==> src/rtl/display_glyphs_pkg.sv <==
// Shared glyph definitions for the 7-segment display path.
// Segment bit order: bit0 = a ... bit6 = g, 1 = segment lit.
// The same table drives the display encoder, so both sides agree on every glyph.
package display_glyphs_pkg;

    localparam int GLYPH_COUNT = 16;

    // Team glyphs and the blank code
    localparam logic [3:0] CODE_TEAM_H = 4'd11;
    localparam logic [3:0] CODE_TEAM_L = 4'd12;
    localparam logic [3:0] CODE_TEAM_P = 4'd13;
    localparam logic [3:0] CODE_BLANK  = 4'd15;

    // Lit-segment pattern per glyph code; codes 10 and 14 have no glyph
    localparam logic [6:0] GLYPH_TABLE [GLYPH_COUNT] = '{
        7'h3F,  // 0
        7'h06,  // 1
        7'h5B,  // 2
        7'h4F,  // 3
        7'h66,  // 4
        7'h6D,  // 5
        7'h7D,  // 6
        7'h07,  // 7
        7'h7F,  // 8
        7'h6F,  // 9
        7'h00,  // 10 unused
        7'h76,  // 11 team glyph H
        7'h38,  // 12 team glyph L
        7'h73,  // 13 team glyph P
        7'h00,  // 14 unused
        7'h00   // 15 blank
    };

    // Which codes own a real table entry
    localparam logic [15:0] GLYPH_DEFINED = 16'b1011_1011_1111_1111;

    typedef enum logic [1:0] {
        READER_IDLE   = 2'd0,
        READER_SETTLE = 2'd1,
        READER_HOLD   = 2'd2
    } reader_state_t;

    typedef struct packed {
        logic       valid;
        logic [3:0] code;
    } glyph_decode_t;

    // Reverse lookup: lit pattern to glyph code, valid only on an exact match
    function automatic glyph_decode_t decode_glyph(input logic [6:0] pattern);
        glyph_decode_t result;
        result.valid = 1'b0;
        result.code  = CODE_BLANK;
        for (int i = 0; i < GLYPH_COUNT; i++) begin
            if (GLYPH_DEFINED[i] && (GLYPH_TABLE[i] == pattern)) begin
                result.valid = 1'b1;
                result.code  = 4'(i);
            end else begin
                result = result;
            end
        end
        return result;
    endfunction

endpackage

==> src/rtl/seven_segment_reader_input_synchronizer.sv <==
// input_synchronizer: plain two-flop synchronizer for a bus of
// quasi-static inputs. Bits are synchronized independently; the reader
// tolerates skew between bits through its stability counter.
module input_synchronizer #(
    parameter int               WIDTH       = 1,
    parameter logic [WIDTH-1:0] RESET_VALUE = {WIDTH{1'b0}}
) (
    input  logic             clock,
    input  logic             reset_n,
    input  logic [WIDTH-1:0] async_data,
    output logic [WIDTH-1:0] sync_data
);

    logic [WIDTH-1:0] meta_r;
    logic [WIDTH-1:0] sync_r;

    // two-stage capture of the asynchronous bus
    always_ff @(posedge clock or negedge reset_n) begin
        if (!reset_n) begin
            meta_r <= RESET_VALUE;
            sync_r <= RESET_VALUE;
        end else begin
            meta_r <= async_data;
            sync_r <= meta_r;
        end
    end

    assign sync_data = sync_r;

endmodule

==> src/rtl/seven_segment_reader.sv <==
// seven_segment_reader: monitors a multiplexed 4-digit 7-segment display bus,
// waits for each digit slot to settle, decodes it back to a glyph code and
// publishes complete frames on digit_3..digit_0 with a frame_valid strobe.
// Optional build macro: SEVEN_SEGMENT_READER_TIMEOUT_EN enables the
// no-frame timeout that drives 'stalled'; otherwise 'stalled' is tied low.
module seven_segment_reader
    import display_glyphs_pkg::*;
#(
    parameter int STABLE_CYCLES      = 4,
    parameter int SEGMENT_ACTIVE_LOW = 0,
    parameter int TIMEOUT_CYCLES     = 65535
) (
    input  logic       clock,
    input  logic       reset_n,
    input  logic [6:0] segments,
    input  logic [3:0] display_enables,
    input  logic       clear_errors,
    output logic [3:0] digit_3,
    output logic [3:0] digit_2,
    output logic [3:0] digit_1,
    output logic [3:0] digit_0,
    output logic       frame_valid,
    output logic       pattern_error,
    output logic       enable_conflict,
    output logic       stalled
);

    generate
        if (STABLE_CYCLES < 2) begin : g_bad_stable
            $error("seven_segment_reader: STABLE_CYCLES must be at least 2");
        end
        if (TIMEOUT_CYCLES < 1) begin : g_bad_timeout
            $error("seven_segment_reader: TIMEOUT_CYCLES must be at least 1");
        end
    endgenerate

    localparam int               CNT_W    = $clog2(STABLE_CYCLES + 1);
    localparam logic [CNT_W-1:0] CNT_ZERO = {CNT_W{1'b0}};
    localparam logic [CNT_W-1:0] CNT_ONE  = CNT_W'(1);
    localparam logic [CNT_W-1:0] CNT_LAST = CNT_W'(STABLE_CYCLES - 1);
    localparam logic [CNT_W-1:0] CNT_MAX  = CNT_W'(STABLE_CYCLES);

    // enables idle high, segments dark: the bus looks empty out of reset
    localparam logic [10:0] BUS_IDLE = {4'hF, 7'h00};

    logic [10:0]        raw_bus_s;
    logic [10:0]        sync_bus_s;
    logic [10:0]        prev_bus_r;
    logic [3:0]         enables_s;
    logic [3:0]         low_mask_s;
    logic [6:0]         lit_s;
    logic               same_s;
    logic               any_low_s;
    logic               one_low_s;
    glyph_decode_t      decoded_s;

    reader_state_t      state_r;
    reader_state_t      state_next_s;
    logic [CNT_W-1:0]   stable_cnt_r;
    logic [CNT_W-1:0]   stable_cnt_next_s;
    logic               accept_s;
    logic               pattern_bad_s;
    logic               conflict_s;

    logic [3:0]         seen_r;
    logic [3:0]         seen_next_s;
    logic               frame_pulse_s;
    logic [3:0]         slot_buf_r [4];
    logic [3:0]         frame_r    [4];
    logic               frame_valid_r;
    logic               pattern_error_r;
    logic               enable_conflict_r;

    assign raw_bus_s = {display_enables, segments};

    input_synchronizer #(
        .WIDTH       (11),
        .RESET_VALUE (BUS_IDLE)
    ) u_bus_sync (
        .clock      (clock),
        .reset_n    (reset_n),
        .async_data (raw_bus_s),
        .sync_data  (sync_bus_s)
    );

    assign enables_s  = sync_bus_s[10:7];
    assign lit_s      = (SEGMENT_ACTIVE_LOW != 0) ? ~sync_bus_s[6:0] : sync_bus_s[6:0];
    assign low_mask_s = ~enables_s;
    assign any_low_s  = (low_mask_s != 4'd0);
    assign one_low_s  = any_low_s && ((low_mask_s & (low_mask_s - 4'd1)) == 4'd0);
    assign same_s     = (sync_bus_s == prev_bus_r);
    assign decoded_s  = decode_glyph(lit_s);

    assign frame_pulse_s = &seen_r;

    // previous synchronized sample for the stability comparison
    always_ff @(posedge clock or negedge reset_n) begin
        if (!reset_n) begin
            prev_bus_r <= BUS_IDLE;
        end else begin
            prev_bus_r <= sync_bus_s;
        end
    end

    // state and stability counter registers
    always_ff @(posedge clock or negedge reset_n) begin
        if (!reset_n) begin
            state_r      <= READER_IDLE;
            stable_cnt_r <= CNT_ZERO;
        end else begin
            state_r      <= state_next_s;
            stable_cnt_r <= stable_cnt_next_s;
        end
    end

    // next-state logic: settle, accept/reject, hold until the bus changes
    always_comb begin
        state_next_s      = state_r;
        stable_cnt_next_s = stable_cnt_r;
        accept_s          = 1'b0;
        pattern_bad_s     = 1'b0;
        conflict_s        = 1'b0;
        case (state_r)
            READER_IDLE: begin
                if (any_low_s) begin
                    // this sample is the first of the settling run
                    state_next_s      = READER_SETTLE;
                    stable_cnt_next_s = CNT_ONE;
                end else begin
                    stable_cnt_next_s = CNT_ZERO;
                end
            end
            READER_SETTLE: begin
                if (!any_low_s) begin
                    state_next_s      = READER_IDLE;
                    stable_cnt_next_s = CNT_ZERO;
                end else if (!same_s) begin
                    stable_cnt_next_s = CNT_ONE;
                end else if (stable_cnt_r == CNT_LAST) begin
                    stable_cnt_next_s = CNT_MAX;
                    if (one_low_s) begin
                        state_next_s = READER_HOLD;
                        if (decoded_s.valid) begin
                            accept_s = 1'b1;
                        end else begin
                            pattern_bad_s = 1'b1;
                        end
                    end else begin
                        // several enables low: flag it and wait here for a change
                        conflict_s = 1'b1;
                    end
                end else if (stable_cnt_r < CNT_MAX) begin
                    stable_cnt_next_s = stable_cnt_r + CNT_ONE;
                end else begin
                    stable_cnt_next_s = stable_cnt_r;
                end
            end
            READER_HOLD: begin
                if (!same_s) begin
                    if (any_low_s) begin
                        state_next_s      = READER_SETTLE;
                        stable_cnt_next_s = CNT_ONE;
                    end else begin
                        state_next_s      = READER_IDLE;
                        stable_cnt_next_s = CNT_ZERO;
                    end
                end else begin
                    state_next_s = READER_HOLD;
                end
            end
            default: begin
                state_next_s      = READER_IDLE;
                stable_cnt_next_s = CNT_ZERO;
            end
        endcase
    end

    // seen bits: a completed frame clears them, an accept marks its slot
    always_comb begin
        seen_next_s = seen_r;
        if (frame_pulse_s) begin
            seen_next_s = 4'h0;
        end else begin
            seen_next_s = seen_r;
        end
        if (accept_s) begin
            seen_next_s = seen_next_s | low_mask_s;
        end else begin
            seen_next_s = seen_next_s;
        end
    end

    // slot buffer, seen bits and the published frame
    always_ff @(posedge clock or negedge reset_n) begin
        if (!reset_n) begin
            seen_r        <= 4'h0;
            frame_valid_r <= 1'b0;
            for (int i = 0; i < 4; i++) begin
                slot_buf_r[i] <= CODE_BLANK;
                frame_r[i]    <= CODE_BLANK;
            end
        end else begin
            seen_r        <= seen_next_s;
            frame_valid_r <= frame_pulse_s;
            for (int i = 0; i < 4; i++) begin
                if (accept_s && low_mask_s[i]) begin
                    slot_buf_r[i] <= decoded_s.code;
                end else begin
                    slot_buf_r[i] <= slot_buf_r[i];
                end
                if (frame_pulse_s) begin
                    frame_r[i] <= slot_buf_r[i];
                end else begin
                    frame_r[i] <= frame_r[i];
                end
            end
        end
    end

    // sticky error flags; a new error beats a simultaneous clear
    always_ff @(posedge clock or negedge reset_n) begin
        if (!reset_n) begin
            pattern_error_r   <= 1'b0;
            enable_conflict_r <= 1'b0;
        end else begin
            if (pattern_bad_s) begin
                pattern_error_r <= 1'b1;
            end else if (clear_errors) begin
                pattern_error_r <= 1'b0;
            end else begin
                pattern_error_r <= pattern_error_r;
            end
            if (conflict_s) begin
                enable_conflict_r <= 1'b1;
            end else if (clear_errors) begin
                enable_conflict_r <= 1'b0;
            end else begin
                enable_conflict_r <= enable_conflict_r;
            end
        end
    end

`ifdef SEVEN_SEGMENT_READER_TIMEOUT_EN
    localparam int               TMO_W   = $clog2(TIMEOUT_CYCLES + 1);
    localparam logic [TMO_W-1:0] TMO_ONE = TMO_W'(1);
    localparam logic [TMO_W-1:0] TMO_MAX = TMO_W'(TIMEOUT_CYCLES);

    logic [TMO_W-1:0] timeout_cnt_r;
    logic             stalled_r;

    // saturating cycles-since-last-frame counter and stall level
    always_ff @(posedge clock or negedge reset_n) begin
        if (!reset_n) begin
            timeout_cnt_r <= {TMO_W{1'b0}};
            stalled_r     <= 1'b0;
        end else if (frame_pulse_s) begin
            timeout_cnt_r <= {TMO_W{1'b0}};
            stalled_r     <= 1'b0;
        end else if (timeout_cnt_r < TMO_MAX) begin
            timeout_cnt_r <= timeout_cnt_r + TMO_ONE;
            stalled_r     <= ((timeout_cnt_r + TMO_ONE) == TMO_MAX);
        end else begin
            timeout_cnt_r <= timeout_cnt_r;
            stalled_r     <= 1'b1;
        end
    end

    assign stalled = stalled_r;
`else
    assign stalled = 1'b0;
`endif

    assign digit_3         = frame_r[3];
    assign digit_2         = frame_r[2];
    assign digit_1         = frame_r[1];
    assign digit_0         = frame_r[0];
    assign frame_valid     = frame_valid_r;
    assign pattern_error   = pattern_error_r;
    assign enable_conflict = enable_conflict_r;

endmodule

==> config.mk <==
export PLATFORM = sky130hd
export DESIGN_NAME = seven_segment_reader
export DESIGN_NICKNAME = d
export VERILOG_FILES = /design/src/rtl/display_glyphs_pkg.sv /design/src/rtl/seven_segment_reader_input_synchronizer.sv /design/src/rtl/seven_segment_reader.sv
export SDC_FILE = /design/constraint.sdc
export NUM_CORES = 1
export LEC_CHECK = 0
export BUFFER_PORTS_ARGS = -buffer_cell sky130_fd_sc_hd__buf_2
export CORE_ASPECT_RATIO = 1.4
export CORE_MARGIN = 4
export CORE_UTILIZATION = 50
export DETAILED_ROUTE_END_ITERATION = 8
export PLACE_DENSITY = 0.69
export SYNTH_ARGS = -nofsm -noshare
export SYNTH_HDL_FRONTEND = slang
export SYNTH_SLANG_ARGS = --single-unit
==> constraint.sdc <==
create_clock -name clock -period 3.25 [get_ports clock]
set_input_delay 0.325 -clock clock [delete_from_list [all_inputs] [get_ports clock]]
set_output_delay 0.325 -clock clock [all_outputs]
set_load 0.03 [all_outputs]
==> impl_results.html <==
<table>
<tr><th>Metric</th><th>Value</th></tr>
<tr><th colspan="2">Run status</th></tr>
<tr><td>Status</td><td>finished clean</td></tr>
<tr><th colspan="2">Global route</th></tr>
<tr><td>Met3 track utilization from global routing</td><td>3.16%</td></tr>
<tr><td>Wire length of the first global-routing pass</td><td>9980 um</td></tr>
<tr><td>Most utilized layer in the global route result</td><td>met2</td></tr>
<tr><td>Aggregate global-route resource usage</td><td>15.7%</td></tr>
<tr><td>Vias in the first global route</td><td>2085</td></tr>
<tr><td>Pin count of the biggest net entering global routing</td><td>78</td></tr>
<tr><td>Remaining Overflow, GRT</td><td>0</td></tr>
<tr><td>Antenna violations before repair</td><td>0</td></tr>
<tr><td>Global routing usage on met1</td><td>19.2%</td></tr>
<tr><td>Met2 track utilization from global routing</td><td>25.9%</td></tr>
<tr><th colspan="2">Setup path</th></tr>
<tr><td>Critical register-to-register path startpoint</td><td>u_bus_sync.sync_data[3]$_DFF_PN0_</td></tr>
<tr><td>Largest incremental delay on the critical path</td><td>0.56 ns</td></tr>
<tr><td>Type of destination of the critical path</td><td>flop</td></tr>
<tr><td>Critical path required time</td><td>3.53 ns</td></tr>
<tr><td>Reg2Reg Capture Point</td><td>slot_buf_r[2]$_DFFE_PN1P_</td></tr>
<tr><td>Slack of the worst reg-to-reg path</td><td>0.72 ns</td></tr>
<tr><td>Slowest cell on crit path</td><td>sky130_fd_sc_hd__dfrtp_1</td></tr>
<tr><td>Capturing element of the worst setup path</td><td>slot_buf_r[2]$_DFFE_PN1P_</td></tr>
<tr><td>Maximum fanout along the worst path</td><td>17</td></tr>
<tr><td>Launch point of the critical path</td><td>u_bus_sync.sync_data[3]$_DFF_PN0_</td></tr>
<tr><td>Startpoint class of the critical path</td><td>flop</td></tr>
<tr><td>Critical Setup Path Class</td><td>flop to flop</td></tr>
<tr><td>Worst path arrival time</td><td>2.81 ns</td></tr>
<tr><td>Cells on worst reg2reg path</td><td>5</td></tr>
<tr><td>Cell Chain, Critical Path</td><td>or3_4 -&gt; a2111oi_4 -&gt; o21bai_4 -&gt; a311oi_4 -&gt; mux2_4</td></tr>
<tr><th colspan="2">Power</th></tr>
<tr><td>Clock power share</td><td>37.8%</td></tr>
<tr><td>Sequential cell fraction of total power</td><td>57.7%</td></tr>
<tr><td>Power density over the cells</td><td>469 mW/mm2</td></tr>
<tr><td>Logic pwr share</td><td>4.5%</td></tr>
<tr><td>Worst vdd ir</td><td>0.330 mV</td></tr>
<tr><td>Static leakage power</td><td>1.62 nW</td></tr>
<tr><td>Sw Ratio</td><td>23.0%</td></tr>
<tr><td>Switching power</td><td>0.407 mW</td></tr>
<tr><td>Internal portion of total power</td><td>1.36 mW</td></tr>
<tr><th colspan="2">Die</th></tr>
<tr><td>Area of the core</td><td>0.00657 mm2</td></tr>
<tr><td>Number of standard-cell rows in the floorplan</td><td>35</td></tr>
<tr><td>Die width</td><td>77.6 um</td></tr>
<tr><td>Vert. Die Dim</td><td>105 um</td></tr>
<tr><td>Total die area</td><td>0.00818 mm2</td></tr>
<tr><td>Ports</td><td>34</td></tr>
<tr><td>Effective utilization at floorplan</td><td>51.6%</td></tr>
<tr><th colspan="2">Timing</th></tr>
<tr><td>Maximum operating frequency</td><td>0.395 GHz</td></tr>
<tr><td>Worst Max-Slew Pin Slew</td><td>0.910 ns</td></tr>
<tr><td>Sum of negative setup slack</td><td>0 ns</td></tr>
<tr><td>Worst Clk Skew</td><td>0.00830 ns</td></tr>
<tr><td>Number of hold violations in the final report</td><td>0</td></tr>
<tr><td>Final setup violation count</td><td>0</td></tr>
<tr><td>Relative slew margins</td><td>39.3%</td></tr>
<tr><td>Number of max-slew violations in the final report</td><td>0</td></tr>
<tr><td>Shortest clock period the worst path allows after layout</td><td>2.53 ns</td></tr>
<tr><td>Setup repair after global routing missed its margin</td><td>no</td></tr>
<tr><td>Post-route clock period utilization</td><td>77.9%</td></tr>
<tr><td>Minimum hold slack</td><td>0.0692 ns</td></tr>
<tr><th colspan="2">Yosys</th></tr>
<tr><td>Most common cell in the netlist</td><td>sky130_fd_sc_hd__dfstp_2</td></tr>
<tr><td>Combined area of all synthesized cells</td><td>0.00339 mm2</td></tr>
<tr><td>Share of flip-flops with an asynchronous set or reset after synthesis</td><td>100%</td></tr>
<tr><td>Leading register cell type out of synthesis</td><td>sky130_fd_sc_hd__dfstp_2</td></tr>
<tr><td>Number of register bits inferred by synthesis</td><td>77</td></tr>
<tr><td>Syn Nets</td><td>298</td></tr>
<tr><td>Yosys cell types</td><td>53</td></tr>
<tr><td>Synth area leaders</td><td>sky130_fd_sc_hd__dfstp_2, sky130_fd_sc_hd__dfrtp_1, sky130_fd_sc_hd__nand2_1, sky130_fd_sc_hd__mux2i_1, sky130_fd_sc_hd__a311oi_4</td></tr>
<tr><td>Area share of the largest cell type after synthesis</td><td>34.1%</td></tr>
<tr><td>YS warnings</td><td>0</td></tr>
<tr><td>Gate count of the mapped netlist</td><td>282</td></tr>
<tr><td>Leading post-synthesis cells by instance count</td><td>sky130_fd_sc_hd__dfstp_2, sky130_fd_sc_hd__nand2_1, sky130_fd_sc_hd__dfrtp_1</td></tr>
<tr><td>Syn avg cell area</td><td>12.0 um2</td></tr>
<tr><td>Number of flops mapped to enable cells by yosys</td><td>0</td></tr>
<tr><td>Library cell with the largest summed area after synthesis</td><td>sky130_fd_sc_hd__dfstp_2</td></tr>
<tr><td>Register area share after synthesis</td><td>58.5%</td></tr>
<tr><th colspan="2">Detailed routing</th></tr>
<tr><td>Residual antenna-violating net count after detailed routing</td><td>0</td></tr>
<tr><td>TritonRoute pass-1 iters</td><td>4</td></tr>
<tr><td>Routed length per placed instance</td><td>15.2 um</td></tr>
<tr><td>Overall via count from detail_route</td><td>2141</td></tr>
<tr><td>Number of DRC violations after detailed-routing iteration 0</td><td>74</td></tr>
<tr><td>Routed WL</td><td>5910 um</td></tr>
<tr><td>Vias per inst</td><td>5.50</td></tr>
<tr><td>DRC violation count after routing</td><td>0</td></tr>
<tr><th colspan="2">Place</th></tr>
<tr><td>I/O Buffers</td><td>32</td></tr>
<tr><td>GPL Wtd Cong</td><td>0.784</td></tr>
<tr><td>Half-perimeter wire length after detailed placement</td><td>4080 um</td></tr>
<tr><th colspan="2">Final layout</th></tr>
<tr><td>Net total in the final layout</td><td>326</td></tr>
<tr><td>Total inserted antenna cells</td><td>0</td></tr>
<tr><td>Synth-to-layout area growth</td><td>11.0%</td></tr>
<tr><td>Share of layout cells above drive strength 1</td><td>33.7%</td></tr>
<tr><td>Filler instances</td><td>540</td></tr>
<tr><td>Final cell utilization of the core</td><td>57.3%</td></tr>
<tr><th colspan="2">Min path</th></tr>
<tr><td>HP Class</td><td>primary input to flop</td></tr>
<tr><th colspan="2">Clocking</th></tr>
<tr><td>Skew-Pair Late Insertion Delay</td><td>0.35 ns</td></tr>
<tr><td>Quantity of gates resized following cts</td><td>0</td></tr>
<tr><td>Post-CTS repair timing setup buffer count</td><td>0</td></tr>
<tr><td>Number of buffers on the longest clock path</td><td>2</td></tr>
<tr><td># clock sinks</td><td>77</td></tr>
<tr><td>Clock tree from TritonCTS</td><td>yes</td></tr>
<tr><td>Cts-stage hold buffer count</td><td>0</td></tr>
<tr><td>Clock buffer count from CTS</td><td>9</td></tr>
<tr><td>Post-CTS clock slew at the launch and capture registers of the worst setup and hold paths</td><td>0.07 ns</td></tr>
<tr><td>H-tree Lvls</td><td>3</td></tr>
<tr><td>Library cell used as clock root buffer</td><td>sky130_fd_sc_hd__clkbuf_8</td></tr>
<tr><th colspan="2">Job</th></tr>
<tr><td>Max-cap viol count</td><td>0</td></tr>
</table>
[routing by layer]
layer | vias up | wire length [um]
met2 | 52 | 3010
met4 | 0 | 115
met1 | 1042 | 2520
li1 | 1038 | -
met5 | - | 0
met3 | 9 | 255
[cell families after synthesis]
group           Yosys count  share of synthesized area (%)
compound gates           52                           13.0
other cells               1                          0.111
xor+xnor                 13                           3.36
fa+ha+maj                 3                           1.03
flops                    77                           58.5
buf+inv                  35                           4.36
simple gates             85                           14.4
mux                      16                           5.32
[power by group through the flow]
stage	Combinational, mW	Clock (mW)	Sequential [mW]
floorplan	0.0666	0	1.01
global placement	0.0791	0	1.03
detailed placement	0.0807	0	1.04
CTS	0.0812	0.692	1.02
global route	0.0904	0.738	1.02
finish	0.0789	0.668	1.02
[worst min path at each step]
stage,startpoint,to,slack [ns],cells after the start
floorplan,reset_n,enable_conflict$_DFFE_PN0P_,0.03,0
detailed placement,u_bus_sync.meta_r[5]$_DFF_PN0_,u_bus_sync.sync_data[5]$_DFF_PN0_,0.34,0
global placement,u_bus_sync.meta_r[2]$_DFF_PN0_,u_bus_sync.sync_data[2]$_DFF_PN0_,0.33,0
global route,display_enables[2],u_bus_sync.meta_r[9]$_DFF_PN1_,0.05,1
CTS,display_enables[1],u_bus_sync.meta_r[8]$_DFF_PN1_,0.06,1
finish,display_enables[2],u_bus_sync.meta_r[9]$_DFF_PN1_,0.07,1
[worst max-delay path: cells and delay by family (launching register included)]
kind / cells / cell delay (ns)
AOI/OAI and AO/OA: 3 / 1.09
DFF: 1 / 0.56
and+or+nand+nor: 1 / 0.47
muxes: 1 / 0.34
[cell usage in the layout (no fill, tap or decap), drive strengths merged, types with 2 or more instances in the layout]
cell     n
inv     19
clkinv   2
nor4     5
nand2   35
a31oi    2
or3      3
or3b     3
a21oi    7
mux2     4
o21ai   19
nand3b   2
a21boi   2
clkbuf  13
nand4b   4
dfrtp   33
buf     33
nand3    6
and3     2
a311oi   4
o22ai    2
dfstp   44
nor3     7
xor2    12
nor2     3
nand2b   4
a21o     5
ha       2
nand4    6
mux2i   12
[through the flow]
| step | power, mW | std cells | area (um2) | setup WS, ns |
|---|---|---|---|---|
| 6_report | 1.77 | 389 | 3760 | 0.718 |
| 3_3_place_gp | 1.11 | 373 | 3580 | 0.777 |
| 5_1_grt | 1.85 | 389 | 3760 | 0.520 |
| 2_1_floorplan | 1.08 | 282 | 3390 | 0.933 |
| 4_1_cts | 1.79 | 389 | 3760 | 0.713 |
| 3_5_place_dp | 1.12 | 373 | 3580 | 0.732 |
[cell type report]
type	instances	area, um2	area share, %
clock inverter	3	17.5	0.465
sequential	77	1980	52.7
clock buffer	13	170	4.52
inverter	19	71.3	1.89
multi-input combinational	170	1260	33.5
tap	74	92.6	2.46
timing repair buffer	33	170	4.52
[sequential cells by signal, indices dropped and copies added, names as in the netlist, 3 cells and up]
signal                count
seen_r                    4
digit_2                   4
u_bus_sync.meta_r        11
u_bus_sync.sync_data     11
digit_3                   4
slot_buf_r               16
prev_bus_r               11
digit_0                   4
stable_cnt_r              3
digit_1                   4
Power figures use the tool's default switching activity.
